`src/rtl/vram1_fetch_pkg.sv`:
```
// Shared types and constants for the VRAM1 high-byte fetch arbiter.
package vram1_fetch_pkg;

    localparam int unsigned ADDR_W   = 12;
    localparam int unsigned DATA_W   = 8;
    localparam int unsigned MAP_COLS = 64;
    localparam int unsigned COL_W    = $clog2(MAP_COLS);
    localparam int unsigned ROW_W    = ADDR_W - COL_W;

    localparam logic [2:0] VID_PHASE_DEF = 3'd0;
    localparam logic [8:0] LOOKAHEAD_DEF = 9'd8;

    typedef enum logic [2:0] {
        StIdle,
        StVrd,
        StVcap,
        StCwr,
        StCrd,
        StCcap
    } state_t;

endpackage

```
`src/rtl/vram1_scan_addr.sv`:
```
// Tilemap address from scan position: scroll add, divide by 8, pack {row, col}.
// Scroll inputs are only used when VRAM1_FETCH_SCROLL_EN is defined.
module vram1_scan_addr
    import vram1_fetch_pkg::*;
#(
    parameter logic [8:0] LOOKAHEAD = LOOKAHEAD_DEF
) (
    input  logic [8:0]        hcnt,
    input  logic [8:0]        vcnt,
    input  logic [8:0]        scrx,
    input  logic [8:0]        scry,
    output logic [ADDR_W-1:0] addr
);

    logic [8:0] hsum;
    logic [8:0] vsum;

`ifdef VRAM1_FETCH_SCROLL_EN
    assign hsum = hcnt + scrx + LOOKAHEAD;
    assign vsum = vcnt + scry;
`else
    logic unused_scroll;
    assign unused_scroll = ^{scrx, scry};
    assign hsum = hcnt + LOOKAHEAD;
    assign vsum = vcnt;
`endif

    // 9-bit sums wrap mod 512; the top bits are the character row/column.
    assign addr = {vsum[8 -: ROW_W], hsum[8 -: COL_W]};

endmodule

```
`src/rtl/vram1_high_fetch_arb.sv`:
```
// Time-multiplexes the VRAM1 high-byte SRAM between video tile fetches (strict priority) and
// CPU byte accesses. Scroll support is enabled by defining VRAM1_FETCH_SCROLL_EN.
module vram1_high_fetch_arb
    import vram1_fetch_pkg::*;
#(
    parameter logic [2:0] VID_PHASE = VID_PHASE_DEF,
    parameter logic [8:0] LOOKAHEAD = LOOKAHEAD_DEF
) (
    input  logic              i_MCLK,
    input  logic              i_RST,
    input  logic              i_PXCEN,
    input  logic              i_HLOAD,
    input  logic              i_VBLANK,
    input  logic [8:0]        i_HCNT,
    input  logic [8:0]        i_VCNT,
    input  logic [8:0]        i_SCRX,
    input  logic [8:0]        i_SCRY,
    input  logic              i_CPU_REQ,
    input  logic              i_CPU_WR,
    input  logic [ADDR_W-1:0] i_CPU_ADDR,
    input  logic [DATA_W-1:0] i_CPU_DIN,
    output logic              o_CPU_ACK,
    output logic [DATA_W-1:0] o_CPU_DOUT,
    output logic [ADDR_W-1:0] o_ADDR,
    output logic [DATA_W-1:0] o_DOUT,
    output logic              o_WR_n,
    output logic              o_RD_n,
    input  logic [DATA_W-1:0] i_DIN,
    output logic [DATA_W-1:0] o_TILE_DATA,
    output logic              o_TILE_VALID
);

    state_t            state_q, state_d;
    logic [2:0]        phase_q, phase_d;
    logic              v_pend_q, v_pend_d;
    logic [ADDR_W-1:0] vaddr_q, vaddr_d, scan_addr;
    logic [ADDR_W-1:0] addr_q, addr_d;
    logic [DATA_W-1:0] dout_q, dout_d;
    logic [DATA_W-1:0] cpu_dout_q, cpu_dout_d;
    logic [DATA_W-1:0] tile_data_q, tile_data_d;
    logic              wr_n_q, wr_n_d, rd_n_q, rd_n_d;
    logic              ack_q, ack_d, tile_valid_q, tile_valid_d;
    logic              trig;

    vram1_scan_addr #(
        .LOOKAHEAD(LOOKAHEAD)
    ) u_scan_addr (
        .hcnt(i_HCNT),
        .vcnt(i_VCNT),
        .scrx(i_SCRX),
        .scry(i_SCRY),
        .addr(scan_addr)
    );

    assign trig = i_PXCEN && (phase_q == VID_PHASE) && !i_VBLANK;

    always_comb begin
        phase_d = phase_q;
        if (i_HLOAD) begin
            phase_d = 3'd0;
        end else if (i_PXCEN) begin
            phase_d = phase_q + 3'd1;
        end
    end

    // Strobes and addresses are registered so they line up with the state they belong to.
    always_comb begin
        state_d      = state_q;
        v_pend_d     = v_pend_q;
        vaddr_d      = trig ? scan_addr : vaddr_q;
        addr_d       = addr_q;
        dout_d       = dout_q;
        cpu_dout_d   = cpu_dout_q;
        tile_data_d  = tile_data_q;
        wr_n_d       = 1'b1;
        rd_n_d       = 1'b1;
        ack_d        = 1'b0;
        tile_valid_d = 1'b0;

        if (trig && (state_q != StIdle)) begin
            v_pend_d = 1'b1;
        end

        unique case (state_q)
            StIdle: begin
                if (trig || v_pend_q) begin
                    state_d  = StVrd;
                    v_pend_d = 1'b0;
                    addr_d   = vaddr_d;
                    rd_n_d   = 1'b0;
                end else if (i_CPU_REQ && !ack_q) begin
                    addr_d = i_CPU_ADDR;
                    if (i_CPU_WR) begin
                        state_d = StCwr;
                        dout_d  = i_CPU_DIN;
                        wr_n_d  = 1'b0;
                    end else begin
                        state_d = StCrd;
                        rd_n_d  = 1'b0;
                    end
                end
            end
            StVrd:  state_d = StVcap;
            StVcap: begin
                state_d      = StIdle;
                tile_data_d  = i_DIN;
                tile_valid_d = 1'b1;
            end
            StCwr: begin
                state_d = StIdle;
                ack_d   = 1'b1;
            end
            StCrd:  state_d = StCcap;
            StCcap: begin
                state_d    = StIdle;
                cpu_dout_d = i_DIN;
                ack_d      = 1'b1;
            end
            default: state_d = StIdle;
        endcase
    end

    always_ff @(posedge i_MCLK) begin
        if (i_RST) begin
            state_q      <= StIdle;
            phase_q      <= 3'd0;
            v_pend_q     <= 1'b0;
            vaddr_q      <= '0;
            addr_q       <= '0;
            dout_q       <= '0;
            cpu_dout_q   <= '0;
            tile_data_q  <= '0;
            wr_n_q       <= 1'b1;
            rd_n_q       <= 1'b1;
            ack_q        <= 1'b0;
            tile_valid_q <= 1'b0;
        end else begin
            state_q      <= state_d;
            phase_q      <= phase_d;
            v_pend_q     <= v_pend_d;
            vaddr_q      <= vaddr_d;
            addr_q       <= addr_d;
            dout_q       <= dout_d;
            cpu_dout_q   <= cpu_dout_d;
            tile_data_q  <= tile_data_d;
            wr_n_q       <= wr_n_d;
            rd_n_q       <= rd_n_d;
            ack_q        <= ack_d;
            tile_valid_q <= tile_valid_d;
        end
    end

    assign o_ADDR       = addr_q;
    assign o_DOUT       = dout_q;
    assign o_WR_n       = wr_n_q;
    assign o_RD_n       = rd_n_q;
    assign o_CPU_ACK    = ack_q;
    assign o_CPU_DOUT   = cpu_dout_q;
    assign o_TILE_DATA  = tile_data_q;
    assign o_TILE_VALID = tile_valid_q;

endmodule
```
`config.mk`:
```
export PLATFORM = sky130hd
export DESIGN_NAME = vram1_high_fetch_arb
export DESIGN_NICKNAME = d
export VERILOG_FILES = /design/src/rtl/vram1_fetch_pkg.sv /design/src/rtl/vram1_scan_addr.sv /design/src/rtl/vram1_high_fetch_arb.sv
export SDC_FILE = /design/constraint.sdc
export NUM_CORES = 1
export LEC_CHECK = 0
export CORE_UTILIZATION = 35
export DETAILED_ROUTE_END_ITERATION = 10
export HOLD_SLACK_MARGIN = 0.03
export PLACE_DENSITY = 0.7
export SLEW_MARGIN = 20
export SYNTH_ARGS = -nofsm -noshare
export SYNTH_HDL_FRONTEND = slang
export SYNTH_SLANG_ARGS = --single-unit
export TNS_END_PERCENT = 100
```
`constraint.sdc`:
```
create_clock -name i_MCLK -period 2.2 [get_ports i_MCLK]
set_clock_uncertainty 0.15 [all_clocks]
set_input_delay 0.22 -clock i_MCLK [delete_from_list [all_inputs] [get_ports i_MCLK]]
set_output_delay 0.22 -clock i_MCLK [all_outputs]
set_load 0.005 [all_outputs]
```
* Word level (Yosys, flattened, before mapping) *
Cells that the tools add are included.

storage, ports and cells
  flip-flop bits (word level) = 59
  input port bits = 71
  output and inout port bits = 40
  word-level logic and storage cells = 56

operators by class
  $add $sub $neg = 2
  equal/unequal tests = 6
  muxes and demuxes = 16
  bitwise gates (word level) = 3
  reduce and logical (&&, ||, !) cells = 17

operators with widths
  operator                                       number
  two-way mux 12 bit                             3
  adder 9 x 4 -> 9 bit, second input constant    1
  two-way mux 1 bit                              9
  two-way mux 3 bit                              3
  case mux 3 bit (3 select lines)                1
  == test 3 x 2 -> 1 bit, second input constant  2
  == test 3 bit, second input constant           2
  logical NOT 3 bit                              2
  OR reduction 2 bit                             3
  logical AND 1 bit                              4
  AND reduction 4 bit                            1
  OR reduction 4 bit                             1
  adder 3 x 1 -> 3 bit, second input constant    1
  == test 3 x 1 -> 1 bit, second input constant  1
  inequality test 3 bit, second input constant   1
  NOT 1 bit                                      3
  nonzero test 3 bit                             1
  logical NOT 1 bit                              2
  AND reduction 2 bit                            1
  nonzero test 2 bit                             1
  logical OR 1 bit                               1

* Depth between registers and ports, before layout *
  depth in word-level cells = 7
  depth in mapped cells = 8

* Cells and area by module *
Synthesis repeated with hierarchy kept, for this count alone.

second synthesis, totals
  cells, all modules = 298
  area, all modules = 2613.8 um2

modules (own cells, without submodules)
  module                times used  cells each  area each (um2)
  vram1_high_fetch_arb  1           283         2491.1
  vram1_scan_addr       1           15          122.6

* Least setup slack after synthesis *
Ideal clock, no wire load.

  path type = reg2reg
  start point = reg phase_q[0]
  end point = reg addr_q[2] (netlist: o_ADDR[2])
  library setup time = 0.132 ns
  data arrival time = 1.438 ns
  data required time = 1.918 ns
  path slack = 0.480 ns
  stages on the path, launching flop included = 8
  path buffers = 1
  period minus slack after synthesis = 1.720 ns
  path through = dfxtp_1 -> inv_1 -> ha_1 -> nor4bb_1 -> buf_4 -> o31ai_2 -> a211o_1 -> a21oi_1

on the way
  cells in the longest elaborated chain, start to end = 6

RTL lines
  what                                  RTL line                     RTL
  start, declared                       vram1_high_fetch_arb.sv:34   logic [2:0] phase_q, phase_d;
  start signal, assigned                vram1_high_fetch_arb.sv:139  phase_q <= phase_d;
  logical NOT 3 bit (*)                 vram1_high_fetch_arb.sv:55   assign trig = i_PXCEN && (phase_q == VID_PHASE) && !i_VBLANK;
  logical AND 1 bit (*) (2 in a row)    vram1_high_fetch_arb.sv:55
  logical OR 1 bit                      vram1_high_fetch_arb.sv:86   if (trig || v_pend_q) begin
  nonzero test 2 bit (no source line)   n/a
  AND reduction 2 bit (no source line)  n/a
  end signal, assigned                  vram1_high_fetch_arb.sv:142  addr_q <= addr_d;
  end, declared                         vram1_high_fetch_arb.sv:37   logic [ADDR_W-1:0] addr_q, addr_d;

Every way passes the cells marked *; elsewhere a longest branch is shown, timed or not.
A chain may end at the register's enable or synchronous reset.

* Final worst setup path *
Same ends and word-level chain as after synthesis.

==> load_flow_metrics.sql <==
INSERT INTO impl_metrics (metric_group, metric, value, unit) VALUES
('place', 'quantity_of_i_o_buffers_inserted_on_ports', '86', ''),
('finish', 'post_route_cells_drive_above_1_share', '9.831', '%'),
('global_routing', 'grt_overflow', '0', ''),
('yosys', 'synthDistinctLibCells', '37', ''),
('global_routing', 'total_global_routing_track_utilization', '17.54', '%'),
('setup_path', 'r2r_setup_slack', '0.17', 'ns'),
('setup_path', 'worst_r2r_startpoint', 'phase_q[0]$_SDFFE_PP0P_', ''),
('floorplan', 'die_width', '84.76', 'um'),
('clock_network', 'cts_root_cell', 'sky130_fd_sc_hd__clkbuf_8', ''),
('place', 'final_gp_congestion', '0.7418', ''),
('floorplan', 'die_height', '84.76', 'um'),
('drt', 'initialDrtViolationCount', '79', ''),
('timing', 'worst_slack', '0.1665', 'ns'),
('drt', 'detail_route.wl_per_cell', '13.63', 'um'),
('floorplan', 'initial_cell_density_of_the_core', '36.91', '%'),
('floorplan', 'placement_rows', '29', ''),
('timing', 'finalMaxSlewViolations', '0', ''),
('global_routing', 'grt_start_max_net_pins', '34', ''),
('setup_path', 'setup.worst_path.end_class', 'flip-flop', ''),
('timing', 'timing.setup.tns', '0', 'ns'),
('global_routing', 'grt_pass1_wl', '9.936', 'mm'),
('finish', 'layout.cells.most_common', 'sky130_fd_sc_hd__clkdlybuf4s50_1', ''),
('run_status', 'violations_in_the_final_reports', 'design-rule violations', ''),
('floorplan', 'num_io_pins', '111', ''),
('global_routing', 'number_of_antenna_violations_at_the_first_check_in_global_routing', '0', ''),
('yosys', 'yosys_warnings', '0', ''),
('power', 'total_power', '2.637', 'mW'),
('drt', 'highest_layer', 'met4', ''),
('clock_network', 'cts_tree', 'done', ''),
('setup_path', 'timing.critical_path.from', 'phase_q[0]$_SDFFE_PP0P_', ''),
('setup_path', 'cp_class', 'flip-flop to flip-flop', ''),
('timing', 'fin_worst_hold_slack', '0.2602', 'ns'),
('setup_path', 'setup.worst_path.end', 'o_ADDR[2]$_SDFFE_PP0P_', ''),
('yosys', 'synth_area', '2397', 'um^2'),
('timing', 'final.period_utilization', '92.43', '%'),
('clock_network', 'insertion_delay', '0.32', 'ns'),
('drt', 'drt_drc_violations_left', '6', ''),
('setup_path', 'worstReg2RegEnd', 'o_ADDR[2]$_SDFFE_PP0P_', ''),
('place', 'dp_worst_setup_slack', '0.1624', 'ns'),
('finish', 'antenna_cells_inserted', '0', ''),
('power', 'peakVddDrop', '0.3131', 'mV'),
('timing', 'max_slew.worst_pin.slew', '0.6623', 'ns'),
('run_status', 'status', 'finished, violations left', ''),
('setup_path', 'worst_endpoint_required_time', '2.29', 'ns'),
('finish', 'design.final.nets', '427', ''),
('clock_network', 'cts_repair_resize_count', '0', ''),
('drt', 'route.antenna.remaining_nets', '0', ''),
('yosys', 'netlist_instances', '261', ''),
('setup_path', 'crit_arrival', '2.12', 'ns'),
('power', 'p_leak', '1.406', 'nW'),
('timing', 'max_freq', '491.8', 'MHz'),
('floorplan', 'die_area', '7184', 'um^2'),
('yosys', 'ys_seq_elements', '59', ''),
('setup_path', 'critical_path.max_fanout', '7', ''),
('clock_network', 'clk_pin_slew', '0.07', 'ns'),
('clock_network', 'clk_path_buf_depth', '2', ''),
('drt', 'detail_route.wirelength', '5.901', 'mm'),
('power', 'power.density', '739.2', 'nW/um^2'),
('drt', 'routed-via-count', '2173', ''),
('global_routing', 'via_count_of_the_first_global_routing_pass', '2127', ''),
('timing', 'final_report_setup_violation_count', '0', ''),
('drt', 'drt_first_pass_iters', '8', ''),
('yosys', 'syn-mean-instance-area', '9.185', 'um^2'),
('yosys', 'net_count_after_synthesis', '335', ''),
('setup_path', 'crit_path_start_kind', 'flip-flop', ''),
('yosys', 'yosysSeqAreaShare', '49.27', '%'),
('timing', 'final_period_minus_worst_setup_slack', '2.033', 'ns'),
('finish', 'area_growth_syn_to_layout', '48.80', '%'),
('drt', 'viasPerCell', '5.018', ''),
('drt', 'met2_routed_length', '2.919', 'mm'),
('timing', 'slew_headroom', '55.85', '%');
-- flip-flops by register name (all words and copies together), names as in the netlist --
register / count
phase_q: 3
o_TILE_DATA: 8
o_ADDR: 12
v_pend_q: 1
o_CPU_DOUT: 8
o_DOUT: 8
o_RD_n: 1
vaddr_q: 12
o_CPU_ACK: 1
o_WR_n: 1
state_q: 3
o_TILE_VALID: 1
-- Yosys cell counts --
cell                        number  area share (%)
sky130_fd_sc_hd__o31ai_2         1            0.52
sky130_fd_sc_hd__nand4bb_1       1            0.47
sky130_fd_sc_hd__xnor2_1         2            0.73
sky130_fd_sc_hd__a31oi_1         1            0.26
sky130_fd_sc_hd__nor3_1          9             1.9
sky130_fd_sc_hd__nor3_2          2            0.84
sky130_fd_sc_hd__a221o_1         1            0.42
sky130_fd_sc_hd__o31a_1          1            0.37
sky130_fd_sc_hd__o21a_1          2            0.63
sky130_fd_sc_hd__nand3b_1        2            0.63
sky130_fd_sc_hd__a311oi_1        8             2.9
sky130_fd_sc_hd__and2b_1         1            0.31
sky130_fd_sc_hd__buf_4           3            0.94
sky130_fd_sc_hd__a211o_1         3             1.1
sky130_fd_sc_hd__nor4_1          1            0.26
sky130_fd_sc_hd__and2_1          3            0.78
sky130_fd_sc_hd__o221ai_1        8             2.9
sky130_fd_sc_hd__inv_1           4            0.63
sky130_fd_sc_hd__nand2b_1        1            0.26
sky130_fd_sc_hd__a21boi_1        1            0.31
sky130_fd_sc_hd__xor2_1          4             1.5
sky130_fd_sc_hd__a2111oi_4       1             1.1
sky130_fd_sc_hd__o31ai_1         1            0.31
sky130_fd_sc_hd__dfxtp_1        59              49
sky130_fd_sc_hd__nor2_1         32             5.0
sky130_fd_sc_hd__or2_2           1            0.26
sky130_fd_sc_hd__mux2i_1        18             7.5
sky130_fd_sc_hd__nand4_1         1            0.26
sky130_fd_sc_hd__a211oi_1        4             1.3
sky130_fd_sc_hd__nand3_1         2            0.42
sky130_fd_sc_hd__nor3b_1         2            0.63
sky130_fd_sc_hd__nor4bb_1        1            0.42
sky130_fd_sc_hd__buf_2           4            0.84
sky130_fd_sc_hd__ha_1            3             1.6
sky130_fd_sc_hd__clkbuf_1       13             2.0
sky130_fd_sc_hd__nand2_1        40             6.3
sky130_fd_sc_hd__a21oi_1        20             4.2
-- per-stage QoR --
step	util (%)	std cells	cell area, um^2
after global placement	52.13	419	3386
after CTS	54.92	433	3567
after global routing	54.92	433	3567
after detailed placement	52.13	419	3386
final	54.92	433	3567
after floorplan	-	261	2397
-- power by group --
part / total (mW) / switching [mW] / internal, mW
registers: 1.19 / 0.0471 / 1.15
clock network: 0.930 / 0.392 / 0.538
logic: 0.515 / 0.217 / 0.298
-- critical path, cell delays in order (launching register included) --
cell and delay [ns]:
sky130_fd_sc_hd__dfxtp_1 0.38, sky130_fd_sc_hd__inv_1 0.06, sky130_fd_sc_hd__ha_1 0.22, sky130_fd_sc_hd__nor4bb_4 0.17, sky130_fd_sc_hd__buf_4 0.16, sky130_fd_sc_hd__o31ai_2 0.43, sky130_fd_sc_hd__buf_4 0.20, sky130_fd_sc_hd__nand2_1 0.05
sky130_fd_sc_hd__a21oi_1 0.13
-- final cells by class --
| type | instances | area, um^2 | share of cell area (%) |
|---|---|---|---|
| Inverter | 4 | 15.01 | 0.4209 |
| Sequential cell | 59 | 1181 | 33.11 |
| Clock inverter | 3 | 40.04 | 1.122 |
| Clock buffer | 11 | 141.4 | 3.964 |
| Tap cell | 77 | 96.34 | 2.701 |
| Timing Repair Buffer | 101 | 968.4 | 27.15 |
| Multi-Input combinational cell | 178 | 1125 | 31.53 |
-- how the worst min path moves through the flow --
stage	end	from	slack, ns
after CTS	o_DOUT[4]$_SDFFE_PP0P_	i_RST	0.26
after detailed placement	vaddr_q[0]$_SDFF_PP0_	vaddr_q[0]$_SDFF_PP0_	0.30
final	o_DOUT[4]$_SDFFE_PP0P_	i_RST	0.26
after global routing	o_DOUT[7]$_SDFFE_PP0P_	i_RST	0.28
after floorplan	phase_q[0]$_SDFFE_PP0P_	i_HLOAD	0.15
after global placement	o_TILE_DATA[3]$_SDFFE_PP0P_	o_TILE_DATA[3]$_SDFFE_PP0P_	0.29
-- layer usage --
layer,global-route usage (%),up-vias
li1,-,1099
met1,21.72,1016
met2,29.34,51
met3,4.326,7
met4,6.934,0
met5,0,-
-- cells by family (layout without fill, tap and decap cells) --
| family | count (synthesis) | after routing | share of synthesized area, % |
|---|---|---|---|
| and+or+nand+nor | 99 | 99 | 18.69 |
| muxes | 18 | 18 | 7.516 |
| xor gates and xnor gates | 6 | 6 | 2.192 |
| adders and majority gates | 3 | 3 | 1.566 |
| AOI/OAI and AO/OA | 52 | 52 | 16.34 |
| DFF | 59 | 59 | 49.27 |
| buffers and inverters | 24 | 119 | 4.436 |
No activity file was read; power rests on OpenSTA's default activity.
